**config.mk**
```make
export PLATFORM = sky130hd
export DESIGN_NAME = sdram_write
export DESIGN_NICKNAME = d
export VERILOG_FILES = /design/src/rtl/sdram_pkg.sv /design/src/rtl/sdram_write.sv
export SDC_FILE = /design/constraint.sdc
export NUM_CORES = 1
export LEC_CHECK = 0
export CORE_UTILIZATION = 47
export CTS_BUF_LIST = sky130_fd_sc_hd__clkbuf_8 sky130_fd_sc_hd__clkbuf_16
export DETAILED_ROUTE_END_ITERATION = 12
export PLACE_DENSITY = 0.76
export SYNTH_ARGS = -nofsm -noshare
export SYNTH_HDL_FRONTEND = slang
export SYNTH_SLANG_ARGS = --single-unit
```
**constraint.sdc**
```tcl
create_clock -name sclk -period 1.9 [get_ports sclk]
set_clock_uncertainty 0.15 [all_clocks]
set_input_delay 0.38 -clock sclk [delete_from_list [all_inputs] [get_ports sclk]]
set_output_delay 0.38 -clock sclk [all_outputs]
set_load 0.01 [all_outputs]
```
**src/rtl/sdram_pkg.sv**
```systemverilog
// Shared SDRAM definitions: command encodings {cs_n,ras_n,cas_n,we_n},
// write-path FSM state encodings and the burst length.
package sdram_pkg;

   localparam logic [3:0] CMD_NOP  = 4'b0111;
   localparam logic [3:0] CMD_ACT  = 4'b0011;
   localparam logic [3:0] CMD_WR   = 4'b0100;
   localparam logic [3:0] CMD_PRE  = 4'b0010;
   localparam logic [3:0] CMD_AREF = 4'b0001;

   localparam int BURST_LEN = 4;

   typedef enum logic [4:0] {
      S_IDLE = 5'b00001,
      S_REQ  = 5'b00010,
      S_ACT  = 5'b00100,
      S_WR   = 5'b01000,
      S_PRE  = 5'b10000
   } wr_state_t;

endpackage

```
**src/rtl/sdram_write.sv**
```systemverilog
// SDRAM write-path command generator for bank 0: ACT, back-to-back burst-of-4
// WRITEs and PRE, filling rows 0..LAST_ROW and yielding to refresh per burst.
module sdram_write
   import sdram_pkg::*;
#(
   parameter int ROW_W    = 12,
   parameter int COL_W    = 9,
   parameter int DATA_W   = 16,
   parameter int ACT_WAIT = 3,
   parameter int PRE_WAIT = 3,
   parameter int LAST_ROW = 2
) (
   input  logic              sclk,
   input  logic              s_rst_n,
   input  logic              wr_trig,
   input  logic              wr_en,
   input  logic              ref_req,
   output logic              wr_req,
   output logic              flag_wr_end,
   output logic [3:0]        wr_cmd,
   output logic [ROW_W-1:0]  wr_addr,
   output logic [1:0]        bank_addr,
   output logic [DATA_W-1:0] wr_data,
   output logic              wr_dq_oe,
   output logic              fifo_rd_en,
   input  logic [DATA_W-1:0] fifo_dout
);

   localparam int ACT_CNT_W = (ACT_WAIT > 0) ? $clog2(ACT_WAIT + 1) : 1;
   localparam int PRE_CNT_W = (PRE_WAIT > 0) ? $clog2(PRE_WAIT + 1) : 1;
   localparam logic [ACT_CNT_W-1:0] ACT_LAST     = ACT_CNT_W'(ACT_WAIT);
   localparam logic [PRE_CNT_W-1:0] PRE_LAST     = PRE_CNT_W'(PRE_WAIT);
   localparam logic [1:0]           BURST_LAST   = 2'(BURST_LEN - 1);
   localparam logic [COL_W-1:0]     COL_STEP     = COL_W'(BURST_LEN);
   localparam logic [ROW_W-1:0]     ROW_LAST     = ROW_W'(LAST_ROW);
   localparam logic [ROW_W-1:0]     PRE_ALL_ADDR = ROW_W'(11'h400);

   wr_state_t state_r;
   wr_state_t state_nxt_s;

   logic [ACT_CNT_W-1:0] act_cnt_r;
   logic [PRE_CNT_W-1:0] pre_cnt_r;
   logic [1:0]           burst_cnt_r;
   logic [ROW_W-1:0]     row_r;
   logic [COL_W-1:0]     col_r;
   logic                 done_r;
   logic                 yield_r;

   logic                 act_end_s;
   logic                 burst_end_s;
   logic                 pre_end_s;
   logic                 last_col_s;
   logic                 last_row_s;
   logic                 release_s;
   logic [ROW_W-1:0]     col_addr_s;

   assign act_end_s   = (state_r == S_ACT) && (act_cnt_r == ACT_LAST);
   assign burst_end_s = (state_r == S_WR) && (burst_cnt_r == BURST_LAST);
   assign pre_end_s   = (state_r == S_PRE) && (pre_cnt_r == PRE_LAST);
   assign last_col_s  = &col_r[COL_W-1:2];
   assign last_row_s  = (row_r == ROW_LAST);
   assign release_s   = pre_end_s && (done_r || yield_r || ref_req);
   // Column address keeps A10 low so the WRITE does not auto-precharge.
   assign col_addr_s  = ROW_W'({col_r[COL_W-1:2], 2'b00});

   assign wr_req     = (state_r == S_REQ);
   assign fifo_rd_en = (state_r == S_WR);
   assign bank_addr  = 2'b00;

   // State register.
   always_ff @(posedge sclk or negedge s_rst_n) begin
      if (!s_rst_n) begin
         state_r <= S_IDLE;
      end else begin
         state_r <= state_nxt_s;
      end
   end

   // Next-state logic.
   always_comb begin
      state_nxt_s = state_r;
      case (state_r)
         S_IDLE: begin
            if (wr_trig) state_nxt_s = S_REQ;
            else         state_nxt_s = S_IDLE;
         end
         S_REQ: begin
            if (wr_en) state_nxt_s = S_ACT;
            else       state_nxt_s = S_REQ;
         end
         S_ACT: begin
            if (act_end_s) state_nxt_s = S_WR;
            else           state_nxt_s = S_ACT;
         end
         S_WR: begin
            if (burst_end_s && (last_col_s || ref_req)) state_nxt_s = S_PRE;
            else                                        state_nxt_s = S_WR;
         end
         S_PRE: begin
            if (!pre_end_s)              state_nxt_s = S_PRE;
            else if (done_r)             state_nxt_s = S_IDLE;
            else if (yield_r || ref_req) state_nxt_s = S_REQ;
            else                         state_nxt_s = S_ACT;
         end
         default: state_nxt_s = S_IDLE;
      endcase
   end

   // Phase counters run only while their state is held, so they restart at 0 on entry.
   always_ff @(posedge sclk or negedge s_rst_n) begin
      if (!s_rst_n) begin
         act_cnt_r   <= {ACT_CNT_W{1'b0}};
         pre_cnt_r   <= {PRE_CNT_W{1'b0}};
         burst_cnt_r <= 2'd0;
      end else begin
         act_cnt_r   <= (state_r == S_ACT && state_nxt_s == S_ACT) ?
                        act_cnt_r + ACT_CNT_W'(1) : {ACT_CNT_W{1'b0}};
         pre_cnt_r   <= (state_r == S_PRE && state_nxt_s == S_PRE) ?
                        pre_cnt_r + PRE_CNT_W'(1) : {PRE_CNT_W{1'b0}};
         burst_cnt_r <= (state_r == S_WR) ? burst_cnt_r + 2'd1 : 2'd0;
      end
   end

   // Job progress: row/column position, completion and refresh-yield flags.
   always_ff @(posedge sclk or negedge s_rst_n) begin
      if (!s_rst_n) begin
         row_r   <= {ROW_W{1'b0}};
         col_r   <= {COL_W{1'b0}};
         done_r  <= 1'b0;
         yield_r <= 1'b0;
      end else begin
         case (state_r)
            S_IDLE: begin
               if (wr_trig) begin
                  row_r   <= {ROW_W{1'b0}};
                  col_r   <= {COL_W{1'b0}};
                  done_r  <= 1'b0;
                  yield_r <= 1'b0;
               end
            end
            S_WR: begin
               // Row end takes priority over refresh; refresh is re-checked at PRE exit.
               if (burst_end_s) begin
                  if (last_col_s) begin
                     col_r <= {COL_W{1'b0}};
                     if (last_row_s) done_r <= 1'b1;
                     else            row_r  <= row_r + ROW_W'(1);
                  end else begin
                     col_r <= col_r + COL_STEP;
                     if (ref_req) yield_r <= 1'b1;
                  end
               end
            end
            S_PRE: begin
               if (pre_end_s) yield_r <= 1'b0;
            end
            default: begin
            end
         endcase
      end
   end

   // Registered command, address and data outputs, one cycle behind the FSM.
   always_ff @(posedge sclk or negedge s_rst_n) begin
      if (!s_rst_n) begin
         wr_cmd      <= CMD_NOP;
         wr_addr     <= {ROW_W{1'b0}};
         wr_data     <= {DATA_W{1'b0}};
         wr_dq_oe    <= 1'b0;
         flag_wr_end <= 1'b0;
      end else begin
         wr_cmd      <= CMD_NOP;
         wr_data     <= {DATA_W{1'b0}};
         wr_dq_oe    <= 1'b0;
         flag_wr_end <= release_s;
         case (state_r)
            S_ACT: begin
               if (act_cnt_r == {ACT_CNT_W{1'b0}}) begin
                  wr_cmd  <= CMD_ACT;
                  wr_addr <= row_r;
               end
            end
            S_WR: begin
               wr_data  <= fifo_dout;
               wr_dq_oe <= 1'b1;
               if (burst_cnt_r == 2'd0) begin
                  wr_cmd  <= CMD_WR;
                  wr_addr <= col_addr_s;
               end
            end
            S_PRE: begin
               if (pre_cnt_r == {PRE_CNT_W{1'b0}}) begin
                  wr_cmd  <= CMD_PRE;
                  wr_addr <= PRE_ALL_ADDR;
               end
            end
            default: wr_addr <= {ROW_W{1'b0}};
         endcase
      end
   end

endmodule

```
-- Word level (Yosys, flattened, before mapping)
Cells that the tools add are included.
- ROM bits: 0
- latch bits: 0
- memories kept: 0
- output and inout bits: 38
- RAM bits: 0
- register bits: 68
- order comparisons: 0
- reduce and logical (&&, ||, !) cells: 22
- shift-type cells: 0
- multiply operators: 0
- equality and inequality tests: 22
- add/subtract/negate cells: 5
- mux-type cells: 40
- div/mod/pow operators: 0
- bitwise gates (word level): 0
- operators by type and width (cell ; count):
    $mux 12 ; 7
    $pmux 12 s3 ; 1
    $mux 9 ; 3
    $pmux 5 s5 ; 1
    $pmux 12 s2 ; 1
    $pmux 9 s2 ; 1
    $mux 16 ; 1
    $mux 3 ; 5
    $add 12x1->12 const B ; 1
    $eq 12x2->1 const B ; 1
    $ne 2x1->1 const B ; 6
    $eq 5x3->1 const B ; 2
    $eq 5x5->1 const B ; 2
    $mux 2 ; 5
    $mux 5 ; 2
    $ne 2x2->1 const B ; 5
    $reduce_and 5->1 ; 2
    $add 9x3->9 const B ; 1
    $mux 1 ; 9
    $pmux 3 s3 ; 1
    $logic_and 1x1->1 ; 7
    $reduce_and 7->1 ; 1
    $add 2x1->2 const B ; 3
    $eq 2x2->1 const B ; 3
    12 further kinds ; 18

-- Longest topological paths before layout
Gate-level depths: netlist of the first run.
- word-level depth: 8
- depth in mapped cells: 8

-- Worst setup path after synthesis of the first run
No wires, ideal clock.
- path kind: reg-to-reg
- start point: reg row_r[1]
- end point: reg row_r[10]
- data required time: 1.630 ns
- arrival time: 1.730 ns
- path slack: -0.100 ns
- clock period less this slack: 2.000 ns
- setup time: 0.120 ns
- stages on the path, launching flop included: 7
- cell sequence: dfrtp_1 ha_1 or4b_1 a211o_1 a211oi_2 xnor2_1 nor2_2
- word-level cells in the longest chain between the ends: 5
- RTL lines (item ; line ; RTL):
    from (decl) ; sdram_write.sv:44 ; logic [ROW_W-1:0] row_r;
    from (signal assigned) ; sdram_write.sv:127 ; row_r <= {ROW_W{1'b0}};
    from (signal assigned) ; sdram_write.sv:135 ; row_r <= {ROW_W{1'b0}};
    from (signal assigned) ; sdram_write.sv:147 ; else row_r <= row_r + ROW_W'(1);
    $add 12x1->12 ; sdram_write.sv:147 ;
    $mux 12 ; sdram_write.sv:146 ; if (last_row_s) done_r <= 1'b1;
    $mux 12 ; sdram_write.sv:144 ; if (last_col_s) begin
    $mux 12 ; sdram_write.sv:143 ; if (burst_end_s) begin
    $pmux 12 s2 ; sdram_write.sv:132 ; case (state_r)
Parallel ways exist; a longest one is shown, timed or not. The select of a mux whose other input is x is not followed.
A chain may end at the register's enable or synchronous reset.

-- Worst setup path after layout of the first run
- start point: reg state_r[1]
- end point: reg row_r[10]
- word-level cells in the longest chain between the ends: 4
- RTL lines (item ; line ; RTL):
    from (decl) ; sdram_write.sv:38 ; wr_state_t state_r;
    from (signal assigned) ; sdram_write.sv:75 ; state_r <= state_nxt_s;
    $eq 5x4->1 ; sdram_write.sv:58, sdram_write.sv:132 ;
    $logic_and 1x1->1 ; sdram_write.sv:58 ; assign burst_end_s = (state_r == S_WR) && (burst_cnt_r == BURST_LAST);
    $ne 2x1->1 (no line) ; - ;
    $reduce_and 5->1 (no line) ; - ;
Parallel ways exist; a longest one is shown, timed or not.

==> results of run 1 <==
registers in the layout, indices dropped and copies added, names as in the netlist:
| signal | cells |
|---|---|
| act_cnt_r | 2 |
| done_r | 1 |
| state_r | 5 |
| wr_addr | 12 |
| flag_wr_end | 1 |
| wr_cmd | 3 |
| burst_cnt_r | 2 |
| wr_dq_oe | 1 |
| wr_data | 16 |
| pre_cnt_r | 2 |
| col_r | 7 |
| yield_r | 1 |
| row_r | 12 |
worst register-to-register path, delay by kind of cell, from the launching register on:
| family | cells | cell delay [ns] |
|---|---|---|
| compound gates | 2 | 0.54 |
| buf+inv | 1 | 0.17 |
| flops | 1 | 0.44 |
| simple gates | 2 | 0.56 |
| xor+xnor | 1 | 0.16 |
area by class of cell:
class	count	area, sq um	share of cell area [%]
sequential	65	1637	35.72
multi-input combinational	202	1475	32.20
timing repair buffer	123	1127	24.60
clock buffer	9	123.9	2.703
tap	77	96.34	2.103
clock inverter	7	71.32	1.557
inverter	13	51.30	1.120
cells by family after synthesis:
| kind of cell | share of synthesized area, % |
|---|---|
| buffers and inverters | 5.118 |
| adder cells (fa/ha/maj) | 3.686 |
| AND/OR/NAND/NOR | 19.82 |
| XOR/XNOR | 4.013 |
| other | 0.1227 |
| AO/OA/AOI/OAI | 13.51 |
| multiplexers | 0.3276 |
| flip-flops | 53.40 |
cell usage after synthesis, drive strengths merged, types with 2 or more instances:
master	number	area share [%]
o22a	3	0.90
dfrtp	61	50
or4	2	0.49
buf	11	2.2
o2111ai	4	1.1
nand4	2	0.41
and3	20	4.1
and4	2	0.57
nand3b	3	0.74
nor3	6	0.98
dfstp	4	3.4
nor4	4	1.5
inv	13	1.6
nand2	10	1.2
o21ai	15	2.5
and2	4	0.82
xor2	6	1.7
a211oi	3	1.2
a22oi	8	2.0
nor2	37	4.8
clkbuf	11	1.4
xnor2	8	2.3
a21oi	16	2.6
nand3	15	2.5
ha	9	3.7
worst paths after layout:
kind	cells after the start	from	endpoint
max	6	state_r[1]$_DFF_PN0_	row_r[10]$_DFFE_PN0P_
min	1	act_cnt_r[0]$_DFF_PN0_	act_cnt_r[0]$_DFF_PN0_
max reg2reg	6	state_r[1]$_DFF_PN0_	row_r[10]$_DFFE_PN0P_
min reg2reg	1	act_cnt_r[0]$_DFF_PN0_	act_cnt_r[0]$_DFF_PN0_
max in group asynchronous	3	s_rst_n	state_r[0]$_DFF_PN1_
min in group asynchronous	3	s_rst_n	wr_data[1]$_DFF_PN0_
stage by stage:
stage	utilization [%]	cell area [sq um]	setup slack, ns	TNS [ns]
2_1_floorplan	-	3082	-0.04065	-0.1477
3_3_place_gp	62.74	3961	-0.2975	-5.519
3_5_place_dp	62.74	3961	-0.3804	-6.770
4_1_cts	68.69	4337	-0.1871	-1.747
5_1_grt	72.57	4582	-0.2725	-4.447
6_report	72.57	4582	-0.2177	-2.571
what timing repair did:
item                                   4_1_cts  5_1_grt
cloned                                       2        1
setup buffers                               10       14
setup endpoints to repair                   36       37
endpoints found under the hold margin       61        0
resized for setup                           30       39
hold buffers                                 1        0
pin swaps                                    7        6
cells in the final DEF, fill, tap and decap left out, types with 9 or more instances in the layout:
master and n:
sky130_fd_sc_hd__nor2_1 27, sky130_fd_sc_hd__inv_1 13, sky130_fd_sc_hd__and3_1 19, sky130_fd_sc_hd__clkbuf_8 9, sky130_fd_sc_hd__nor2_2 9, sky130_fd_sc_hd__dfrtp_1 57
sky130_fd_sc_hd__o21ai_1 9, sky130_fd_sc_hd__a21oi_1 11, sky130_fd_sc_hd__buf_4 56, sky130_fd_sc_hd__clkdlybuf4s50_1 49
layer usage:
layer	GRT usage, %	vias up
li1	-	1290
met1	32.84	1419
met2	37.93	104
met3	4.176	24
met4	11.38	0
met5	0	-
power groups by stage:
stage / clock (mW) / sequential [mW] / combinational (mW)
2_1_floorplan: 0 / 1.47 / 0.251
3_3_place_gp: 0 / 1.48 / 0.497
3_5_place_dp: 0 / 1.48 / 0.516
4_1_cts: 1.17 / 1.44 / 0.650
5_1_grt: 1.23 / 1.45 / 0.886
6_report: 1.17 / 1.44 / 0.834
==> flow_summary.yaml, run 1 <==
die:
  fp.dieH_um: 82.63
  core_area_sq_mm: 0.006314
  starting_density_of_the_core_pct: 48.39
  ios: 59
  fp.dieArea_sq_mm: 0.006828
  fp.dieW_um: 82.63
  rows: 29
clocking:
  clk_pin_slew_ns: 0.08
  clock_latency_ns: 0.35
  tritoncts: "yes"
  clock_tree.htree_level_count: 3
  clock_sink_count: 65
  clock-root-buffer: "sky130_fd_sc_hd__clkbuf_8"
  ctsLongestPathBuffers: 2
  numCtsBuffers: 9
global_route:
  grt_pass1_wl_mm: 12.12
  grt_antenna_before_repair: 0
  grt.total_usage_pct: 24.30
  grt-ovfl-total: 0
  grt_start_max_net_pins: 66
  grt_pass1_vias: 2509
worst_setup_path:
  slowest_delay_ns: 0.51
  cpLargestDelayFamily: "simple AND/OR/NAND/NOR gates"
  critical_path.endpoint_type: "register"
  timing.critical_path.from_type: "register"
  criticalPathCategory: "reg -> reg"
  crit_buf_inv: 1
  timing.critical_path.cells: "buf_4 -> or4b_1 -> a211o_1 -> a211oi_2 -> xnor2_1 -> nor2_2"
  cp_max_fo: 6
  cp.arrival_ns: 2.21
  critical_path_cell_with_the_highest_stage_delay: "sky130_fd_sc_hd__or4b_1"
  ff2ff_setup_slack_ns: -0.22
  cp_data_required_time_ns: 2.00
timing:
  grt_setup_unrepaired: "yes"
  final-setup-viol-count: 33
  postLayoutSetupSlackWorst_ns: -0.2177
  final_period_minus_worst_setup_slack_ns: 2.118
  period_share_pct: 111.5
  finalHoldWorstSlack_ns: 0.3146
  clock.fmax_ghz: 0.4722
  slew_violations: 0
  final_hold_viol_count: 0
power:
  power.switching_mw: 1.000
  share_clk_of_total_power_pct: 34.0
  report.power.total_mw: 3.449
  cellInternalPower_mw: 2.449
  power_switching_share_pct: 29.00
  proportion_of_power_drawn_by_flip_flops_and_latches_pct: 41.9
  peakVddDrop_mv: 0.5103
  power_frac_comb_pct: 24.2
  power.density_mw_per_mm2: 752.8
  power_leakage_nw: 2.086
routing:
  first_iter_violations: 299
  drt.antenna.violating_nets: 0
  route.met3.wl_um: 363
  routed.top_layer: "met4"
  post_drt_via_cell_ratio: 5.720
  route.final.wire_length_mm: 8.807
  via_count: 2837
  met1_length_mm: 3.879
  drc: 0
  met2_length_mm: 4.392
  detailedRoute.firstPassIterationCount: 6
  routed_wire_length_per_instance_um: 17.76
logic_synthesis:
  synth_sequential_area_ratio_pct: 53.40
  ys_seq_elements: 65
  post_synth_num_cell_types: 55
  syn_inst: 298
  number_of_flops_mapped_to_enable_cells_by_yosys: 0
  synth_async_sr_flop_share_pct: 100.0
  yosys_warnings: 0
  synth_area_sq_mm: 0.003055
  synthFlopType: "sky130_fd_sc_hd__dfrtp_1"
  post_synth.cell_area_avg_sq_um: 10.25
placed_design:
  place.detailed.instances: 454
  routability_congestion: 0.8677
  numPortBuffers: 55
  half_perimeter_wire_length_after_placement_mm: 5.117
run:
  drv_cap: 0
finish:
  ratio_of_cells_with_drive_above_1_in_the_final_layout_pct: 32.70
  filler_cell_count: 404
  syn2layout_area_growth_pct: 49.96
  design.final.nets: 444
  diodes: 0
  layout.cells.non_filler: 496
status:
  outcome: "complete, but fails checks"
  failed_checks: "setup timing"
worst_hold_path:
  hp-class: "reg -> reg"
No activity file was read; power rests on OpenSTA's default activity.
==> run 2, diff against run 1 <==
Settings changed: GPL_ROUTABILITY_DRIVEN set to 0.
==> flow_summary.yaml, run 2 (synthesis results as in run 1) <==
global_route:
  global_route_met1_utilization_pct: 31.06
  groute.layer.met3.usage_pct: 5.824
  grt_antenna_before_repair: 0
  grt_start_max_net_pins: 66
  gr_util_met2_pct: 36.78
  global_route.peak_usage_layer: "met2"
  grt_pass1_vias: 2466
  grt_pass1_wl_mm: 11.74
  grt-ovfl-total: 0
  grt.total_usage_pct: 23.85
power:
  power.density_mw_per_mm2: 754.8
  report.power.total_mw: 3.529
  power_leakage_nw: 2.074
  peakVddDrop_mv: 0.5372
die:
  fp.dieW_um: 82.63
  ios: 59
  rows: 29
  fp.dieArea_sq_mm: 0.006828
  fp.dieH_um: 82.63
  core_area_sq_mm: 0.006314
  starting_density_of_the_core_pct: 48.39
timing:
  clock.fmax_ghz: 0.4595
  period_share_pct: 114.6
  grt_setup_unrepaired: "yes"
  finalHoldWorstSlack_ns: 0.3215
  postLayoutSetupSlackWorst_ns: -0.2765
  final_setup_tns_ns: -2.858
  final-setup-viol-count: 33
  final_hold_viol_count: 0
  slew_violations: 0
  final_period_minus_worst_setup_slack_ns: 2.176
routing:
  routed_wire_length_per_instance_um: 18.68
  drt.antenna.violating_nets: 0
  detailedRoute.firstPassIterationCount: 5
  route.final.wire_length_mm: 9.151
  post_drt_via_cell_ratio: 5.724
  drc: 0
  via_count: 2805
  first_iter_violations: 206
worst_setup_path:
  critical_path_cell_with_the_highest_stage_delay: "sky130_fd_sc_hd__dfrtp_2"
  ff2ff_setup_slack_ns: -0.28
  criticalPathCategory: "reg -> reg"
  critical_path.endpoint_type: "register"
  cpMostUsedCell: "sky130_fd_sc_hd__buf_4"
  timing.critical_path.from_type: "register"
  cp.arrival_ns: 2.28
  timing.critical_path.cells: "buf_4 -> buf_4 -> nor4_4 -> buf_6 -> nor2_4 -> or4_1 -> a21oi_1"
  slowest_delay_ns: 0.46
  cp_data_required_time_ns: 2.01
  cp_max_fo: 4
clocking:
  clock_tree.htree_level_count: 3
  clock_sink_count: 65
  tritoncts: "yes"
  clock-root-buffer: "sky130_fd_sc_hd__clkbuf_8"
  clock_latency_ns: 0.34
  numCtsBuffers: 9
  clk_pin_slew_ns: 0.08
  ctsLongestPathBuffers: 2
finish:
  largest_registers: "wr_data: 16 flops, row_r: 12 flops, wr_addr: 12 flops"
  diodes: 0
  syn2layout_area_growth_pct: 53.03
  highest_count_cells_in_the_layout_ignoring_fill_and_taps: "sky130_fd_sc_hd__dfrtp_1 (57), sky130_fd_sc_hd__clkdlybuf4s50_1 (49), sky130_fd_sc_hd__buf_4 (48)"
  max_flop_register: "wr_data"
  layout.cells.most_common: "sky130_fd_sc_hd__dfrtp_1"
  flip_flop_count_of_the_largest_register_all_copies_and_words_added: 16
  design.final.nets: 438
  postLayoutCellArea_sq_mm: 0.004676
  ratio_of_cells_with_drive_above_1_in_the_final_layout_pct: 35.11
status:
  failed_checks: "setup timing"
  outcome: "complete, but fails checks"
placed_design:
  half_perimeter_wire_length_after_placement_mm: 5.078
  numPortBuffers: 55
  instance_area_at_placement_sq_mm: 0.003954
run:
  drv_cap: 0
worst_hold_path:
  hp-class: "reg -> reg"
==> run 2: path summary, 6_finish.rpt <==
check / from / to / cells after the start
min in group asynchronous: s_rst_n / wr_data[2]$_DFF_PN0_ / 3
max reg2reg: state_r[1]$_DFF_PN0_ / row_r[2]$_DFFE_PN0P_ / 7
max: state_r[1]$_DFF_PN0_ / row_r[2]$_DFFE_PN0P_ / 7
min: act_cnt_r[0]$_DFF_PN0_ / act_cnt_r[0]$_DFF_PN0_ / 1
min reg2reg: act_cnt_r[0]$_DFF_PN0_ / act_cnt_r[0]$_DFF_PN0_ / 1
max in group asynchronous: s_rst_n / state_r[0]$_DFF_PN1_ / 3
==> run 2: cell type report <==
cell class | instances | area (sq um)
flip-flops and latches | 65 | 1637
multi-input cells | 203 | 1590
fillers | 403 | 1638
clock inverters | 6 | 67.56
well taps | 77 | 96.34
repair buffers | 116 | 1096
clock buffers | 10 | 137.6
inverters | 13 | 51.30
==> run 2: worst max-delay path: cells and delay by family, from the launching register on <==
family          cells  cell delay (ns)
buf+inv             3             0.49
compound gates      1             0.19
simple gates        3             0.80
flops               1             0.46
==> run 2: stage by stage <==
stage	setup slack (ns)	utilization, %	cells
6_report	-0.2765	74.06	490
5_1_grt	-0.3402	74.06	490
4_1_cts	-0.1990	67.46	476
3_5_place_dp	-0.3449	62.62	453
3_3_place_gp	-0.3072	62.62	453
2_1_floorplan	-0.04065	-	300
==> run 2: where the power goes <==
| group | switching (mW) | leakage, nW | internal, mW |
|---|---|---|---|
| sequential | 0.0383 | 0.887 | 1.41 |
| combinational | 0.411 | 1.09 | 0.457 |
| clock | 0.568 | 0.0985 | 0.643 |
| total | 1.02 | 2.07 | 2.51 |
==> run 2: routing by layer <==
metal  vias up  routed length, um
li1       1281                  -
met1      1404               3853
met5         -                  0
met3        18                447
met2       102               4691
met4         0                159
==> run 2: repair_timing <==
item | 4_1_cts | 5_1_grt
gates resized for setup | 21 | 70
endpoints found under the hold margin | 61 | 0
pin swaps | 3 | 19
endpoints found under the setup margin | 35 | 39
gates cloned | 2 | 2
setup buffers | 5 | 12
hold buffers | 1 | 0
